**src/rtl/multicycle_cpu_if.sv**
```systemverilog
// multicycle_cpu_if: instruction and data memory request/acknowledge bus.
interface multicycle_cpu_if #(
   parameter int DATA_W = 16,
   parameter int PC_W   = 13
);
   logic              imem_req;
   logic [PC_W-1:0]   imem_addr;
   logic              imem_ack;
   logic [15:0]       imem_rdata;
   logic              dmem_req;
   logic              dmem_we;
   logic [DATA_W-1:0] dmem_addr;
   logic [DATA_W-1:0] dmem_wdata;
   logic              dmem_ack;
   logic [DATA_W-1:0] dmem_rdata;
   modport master (
      output imem_req, imem_addr, dmem_req, dmem_we, dmem_addr, dmem_wdata,
      input  imem_ack, imem_rdata, dmem_ack, dmem_rdata
   );
   modport slave (
      input  imem_req, imem_addr, dmem_req, dmem_we, dmem_addr, dmem_wdata,
      output imem_ack, imem_rdata, dmem_ack, dmem_rdata
   );
endinterface

```
**src/rtl/multicycle_cpu.sv**
```systemverilog
// multicycle_cpu: 16-bit-encoded CPU sequenced FETCH/DECODE/EXEC/MEM/WB over handshaked memories.
module multicycle_cpu #(
   parameter int DATA_W     = 16,
   parameter int PC_W       = 13,
   parameter int BRANCH_REL = 0
) (
   input  logic                clk,
   input  logic                rst_n,
   multicycle_cpu_if.master    bus,
   output logic                halted,
   output logic                retire,
   output logic [31:0]         instret
);
   typedef enum logic [2:0] {FETCH, DECODE, EXEC, MEM, WB, HALT} state_t;
   localparam logic [2:0] OP_R = 3'd0, OP_ADDI = 3'd1, OP_LW = 3'd2, OP_SW = 3'd3, OP_BEQ = 3'd4, OP_J = 3'd5;

   state_t            state, state_n;
   logic [15:0]       ir;
   logic [PC_W-1:0]   pc, pc_n, pc_inc, br_tgt;
   logic [DATA_W-1:0] a, b, res, alu, imm, rf_rs, rf_rt;
   logic [DATA_W-1:0] rf [8];
   logic [2:0]        op, rs, rt, rd, wa;
   logic [3:0]        func;

   assign op     = ir[15:13];
   assign rs     = ir[12:10];
   assign rt     = ir[9:7];
   assign rd     = ir[6:4];
   assign func   = ir[3:0];
   assign imm    = DATA_W'($signed(ir[6:0]));
   assign wa     = (op == OP_R) ? rd : rt;
   assign rf_rs  = (rs == 3'd0) ? '0 : rf[rs];
   assign rf_rt  = (rt == 3'd0) ? '0 : rf[rt];
   assign pc_inc = pc + PC_W'(1);
   assign br_tgt = (BRANCH_REL != 0) ? pc_inc + PC_W'($signed(ir[6:0])) : PC_W'(ir[6:0]);

   assign bus.imem_req   = rst_n && state == FETCH;
   assign bus.imem_addr  = pc;
   assign bus.dmem_req   = state == MEM;
   assign bus.dmem_we    = state == MEM && op == OP_SW;
   assign bus.dmem_addr  = res;
   assign bus.dmem_wdata = b;
   assign halted         = state == HALT;

   always_comb begin
      alu = a + imm;
      if (op == OP_R)
         case (func)
            4'd0:    alu = a + b;
            4'd1:    alu = a - b;
            4'd2:    alu = a & b;
            4'd3:    alu = a | b;
            4'd4:    alu = a ^ b;
            4'd5:    alu = {{(DATA_W-1){1'b0}}, a < b};
            4'd6:    alu = a << b[3:0];
            4'd7:    alu = a >> b[3:0];
            default: alu = '0;
         endcase
   end

   // retire is combinational so it lands in the instruction's final cycle, same edge as pc/instret
   always_comb begin
      state_n = state;
      retire  = 1'b0;
      pc_n    = pc_inc;
      case (state)
         FETCH:  state_n = bus.imem_ack ? DECODE : FETCH;
         DECODE: begin
            if (ir == 16'hFFFF) state_n = HALT;
            else if (op == OP_J) begin
               state_n = FETCH;
               retire  = 1'b1;
               pc_n    = PC_W'(ir[12:0]);
            end else state_n = EXEC;
         end
         EXEC: begin
            if (op == OP_LW || op == OP_SW) state_n = MEM;
            else if (op == OP_R || op == OP_ADDI) state_n = WB;
            else begin
               state_n = FETCH;
               retire  = 1'b1;
               pc_n    = (op == OP_BEQ && a == b) ? br_tgt : pc_inc;
            end
         end
         MEM: if (bus.dmem_ack) begin
            state_n = (op == OP_SW) ? FETCH : WB;
            retire  = op == OP_SW;
         end
         WB: begin
            state_n = FETCH;
            retire  = 1'b1;
         end
         default: state_n = HALT;
      endcase
   end

   always_ff @(posedge clk or negedge rst_n)
      if (!rst_n) state <= FETCH;
      else state <= state_n;

   always_ff @(posedge clk or negedge rst_n) begin
      if (!rst_n) begin
         pc      <= '0;
         instret <= '0;
         ir      <= '0;
         a       <= '0;
         b       <= '0;
         res     <= '0;
      end else begin
         if (state == FETCH && bus.imem_ack) ir <= bus.imem_rdata;
         if (state == DECODE) begin
            a <= rf_rs;
            b <= rf_rt;
         end
         if (state == EXEC) res <= alu;
         if (state == MEM && bus.dmem_ack && op == OP_LW) res <= bus.dmem_rdata;
         if (retire) begin
            pc      <= pc_n;
            instret <= instret + 32'd1;
         end
      end
   end

   // no reset on the register file; WB is unreachable while rst_n is low
   always_ff @(posedge clk)
      if (state == WB && wa != 3'd0) rf[wa] <= res;
endmodule

```
**src/flat_wrapper.sv**
```systemverilog
// flat-port wrapper written by rule: the top's interface ports become plain ports
module multicycle_cpu_flat 
#(
   parameter int DATA_W     = 16,
   parameter int PC_W       = 13,
   parameter int BRANCH_REL = 0
)
  (clk, rst_n, halted, retire, instret, bus_imem_req, bus_imem_addr, bus_dmem_req, bus_dmem_we, bus_dmem_addr, bus_dmem_wdata, bus_imem_ack, bus_imem_rdata, bus_dmem_ack, bus_dmem_rdata);
  multicycle_cpu_if #(.DATA_W(DATA_W), .PC_W(PC_W)) bus_i ();
  input  logic clk;
  input  logic rst_n;
  output logic halted;
  output logic retire;
  output logic [31:0] instret;
  output wire logic [$bits(bus_i.imem_req)-1:0] bus_imem_req;
  output wire logic [$bits(bus_i.imem_addr)-1:0] bus_imem_addr;
  output wire logic [$bits(bus_i.dmem_req)-1:0] bus_dmem_req;
  output wire logic [$bits(bus_i.dmem_we)-1:0] bus_dmem_we;
  output wire logic [$bits(bus_i.dmem_addr)-1:0] bus_dmem_addr;
  output wire logic [$bits(bus_i.dmem_wdata)-1:0] bus_dmem_wdata;
  input wire logic [$bits(bus_i.imem_ack)-1:0] bus_imem_ack;
  input wire logic [$bits(bus_i.imem_rdata)-1:0] bus_imem_rdata;
  input wire logic [$bits(bus_i.dmem_ack)-1:0] bus_dmem_ack;
  input wire logic [$bits(bus_i.dmem_rdata)-1:0] bus_dmem_rdata;
  assign bus_imem_req = bus_i.imem_req;
  assign bus_imem_addr = bus_i.imem_addr;
  assign bus_dmem_req = bus_i.dmem_req;
  assign bus_dmem_we = bus_i.dmem_we;
  assign bus_dmem_addr = bus_i.dmem_addr;
  assign bus_dmem_wdata = bus_i.dmem_wdata;
  assign bus_i.imem_ack = bus_imem_ack;
  assign bus_i.imem_rdata = bus_imem_rdata;
  assign bus_i.dmem_ack = bus_dmem_ack;
  assign bus_i.dmem_rdata = bus_dmem_rdata;
  multicycle_cpu #(.DATA_W(DATA_W), .PC_W(PC_W), .BRANCH_REL(BRANCH_REL)) u_core (.clk(clk), .rst_n(rst_n), .bus(bus_i), .halted(halted), .retire(retire), .instret(instret));
endmodule
```
**config.mk**
```make
export PLATFORM = sky130hd
export DESIGN_NAME = multicycle_cpu_flat
export DESIGN_NICKNAME = d
export VERILOG_FILES = /design/src/rtl/multicycle_cpu_if.sv /design/src/rtl/multicycle_cpu.sv /design/src/flat_wrapper.sv
export SDC_FILE = /design/constraint.sdc
export NUM_CORES = 1
export LEC_CHECK = 0
export ABC_AREA = 0
export CELL_PAD_IN_SITES_DETAIL_PLACEMENT = 1
export CELL_PAD_IN_SITES_GLOBAL_PLACEMENT = 1
export CORE_MARGIN = 2
export CORE_UTILIZATION = 50
export DETAILED_ROUTE_END_ITERATION = 10
export HOLD_SLACK_MARGIN = 0.05
export PLACE_DENSITY_LB_ADDON = 0.1
export SYNTH_ARGS = -nofsm -noshare
export SYNTH_HDL_FRONTEND = slang
export SYNTH_SLANG_ARGS = --single-unit
```
**constraint.sdc**
```tcl
create_clock -name clk -period 4.69 [get_ports clk]
set_input_delay 1.407 -clock clk [delete_from_list [all_inputs] [get_ports clk]]
set_output_delay 1.407 -clock clk [all_outputs]
set_load 0.03 [all_outputs]
```
==> metrics <==
status=complete, no violations; Final Hold Viols=0; Ports=118; asr flop ratio synth=50.0%; Die W=175 um; Clock Latency Late Sink=0.55 ns; Yosys warnings=0; number of flops mapped to enable cells by yosys=112; power density over the cells=241 nW/um^2; Unique masters post-synth=76; Seq/Total Area, Yosys=42.2%; Post-DP HPWL=35,300 um; CP most frequent cell=clkdlybuf4s50_1; fin cells=1,938; Power, Total=4.12 mW; syn_nets=1,557; # DRC=0; Clock Path Buffers=3; normalized max-slew margin=27.2%; Root Driver=clkbuf_16; Post-Route Setup TNS=0 ns; Num CTS Buffers=25; syn avg cell area=10.1 um^2; mapped cell area=14,600 um^2; Synth Register Bits=224; initial antenna violation count=0; CP cell instances=clkdlybuf4s50_1, nand2_1, and3_1, inv_1, clkdlybuf4s50_1; worst path required time=3.28 ns; Synth Instances=1,449; fin crit period=4.36 ns; Final Cell Area=17,100 um^2; Peak supply drop=0.373 mV; DR iter-0 viols=1,147; antenna cells=0; CTS tree=done; fin crit share=92.9%; f_max=230 MHz; CP peak stage delay=0.66 ns; clk sink count=224; layout cell share with drive strength beyond 1=12.4%; # hold bufs at CTS=0; Max Cap Violations=0; chip height=175 um; unrepaired setup endpoints after global routing=false; Final ANT Viol Nets=0; WL/cell=26.0 um; Setup Fix Bufs, Post-CTS=0; final setup violation count=0; # rows=62; max-slew violations=0; CP Max Fanout=5; fillers=3,074; Initial Utilization=50.8%; aggregate global routing overflow=0; Core Region=28,800 um^2; CP Class=in -> out; Via density=6.48; port bufs=117; Die ar.=30,600 um^2; Placement Cell Area=16,200 um^2; First-pass DRT Iterations=5; largest net degree at the start of global routing=80; Global Route Usage Sum=32.7%; vias post-DR=12,600; CP Data Arrival Time=2.95 ns; kind of end point of the critical path=primary output; PostCTS Resize Cnt=0; RD Place Congestion=0.931; Primary FF master, synth=edfxtp_1; Worst-Margin Slew=1.08 ns; H-tree levels=1; vias in the first global route=12,800; LEAKAGE=6.22 nW; min-delay worst type=reg -> reg; Clock Skew=0.0160 ns; first-pass GRT wire length=77,300 um; Post-Route WL=50,300 um; slowest CP cell=clkdlybuf4s50_1; CTS clk-pin slew, worst paths=0.06 ns; crit start category=primary input; placed insts=1,892; Layout area overhead=16.6%; fin nets=1,643
==> cell usage after synthesis, types with 38 or more instances <==
library cell,instances,area share [%]
a21oi_1,115,3.9
clkbuf_1,70,1.8
dfrtp_1,112,19
edfxtp_1,112,23
ha_1,69,5.9
inv_1,60,1.5
mux2i_1,41,2.8
mux4_2,48,7.4
nand2_1,122,3.1
nand3_1,38,1.3
nor2_1,94,2.4
o21ai_0,106,3.6
xnor2_1,42,2.5
==> sequential cells by signal, indices dropped and copies added (netlist names) <==
name / flops
u_core.a: 16
u_core.bus.dmem_addr: 16
u_core.bus.dmem_wdata: 16
u_core.bus.imem_addr: 13
u_core.instret: 32
u_core.ir: 16
u_core.rf: 112
u_core.state: 3
==> critical path: cells and delay by family <==
kind / cells / cell delay, ns
buffers and inverters: 3 / 1.27
AND/OR/NAND/NOR: 2 / 0.26
==> report_power, final <==
part	internal, mW	leakage, nW	switching [mW]
logic	0.0269	3.36	0.0284
clock network	1.19	0.407	0.823
registers	2.05	2.45	0
total	3.26	6.22	0.852
==> stage by stage <==
step | hold slack, ns | utilization [%] | setup slack [ns]
after floorplan | 0.532 | - | 0.997
after global placement | 0.464 | 56.3 | 0.333
after detailed placement | 0.482 | 56.3 | 0.329
after CTS | 0.496 | 59.2 | 0.331
after global routing | 0.516 | 59.2 | 0.258
final | 0.493 | 59.2 | 0.335
==> kinds of logic after synthesis <==
logic type	after synthesis	share of synthesized area, %
AND/OR/NAND/NOR	401	13.3
AO/OA/AOI/OAI	417	18.0
adder cells (fa/ha/maj)	72	6.31
flip-flops	224	42.2
XOR/XNOR	53	3.17
multiplexers	122	12.7
buffers and inverters	160	4.32
==> placed cells by master, fill, tap and decap left out, drive strengths merged, types with 48 or more instances in the layout <==
| cell | netlist | routed |
|---|---|---|
| nand2 | 122 | 122 |
| clkdlybuf4s50 | 0 | 115 |
| ha | 69 | 69 |
| a21oi | 115 | 115 |
| nor2 | 95 | 95 |
| o21ai | 110 | 110 |
| edfxtp | 112 | 112 |
| dfrtp | 112 | 112 |
| inv | 60 | 61 |
| mux4 | 48 | 48 |
==> path summary, 6_finish.rpt <==
| kind | to | slack (ns) | cells after the start | start |
|---|---|---|---|---|
| max | retire | 0.33 | 5 | bus_dmem_ack |
| min | u_core.instret[31] | 0.49 | 1 | u_core.instret[31] |
| max reg2reg | u_core.bus.dmem_addr[9] | 1.17 | 9 | u_core.a[2] |
| min reg2reg | u_core.instret[31] | 0.49 | 1 | u_core.instret[31] |
| max in group asynchronous | u_core.ir[10] | 2.21 | 3 | rst_n |
| min in group asynchronous | u_core.bus.dmem_wdata[13] | 1.00 | 2 | rst_n |
==> layer usage <==
metal  GRT usage (%)  routed length [um]  up-vias
met5               0                   0        -
met4            11.6                1800        0
met3            4.48                3040       97
met2            53.8               24300      463
met1            44.6               21200     6387
li1                -                   -     5618
==> final cells by class <==
class / count / area [um^2] / area share (%)
multi-input combinational: 1065 / 7860 / 46.1
sequential: 224 / 6170 / 36.2
timing repair buffer: 157 / 1470 / 8.60
clock buffer: 33 / 676 / 3.96
tap: 384 / 480 / 2.82
inverter: 62 / 233 / 1.36
clock inverter: 13 / 163 / 0.954
Power figures use the tool's default switching activity.
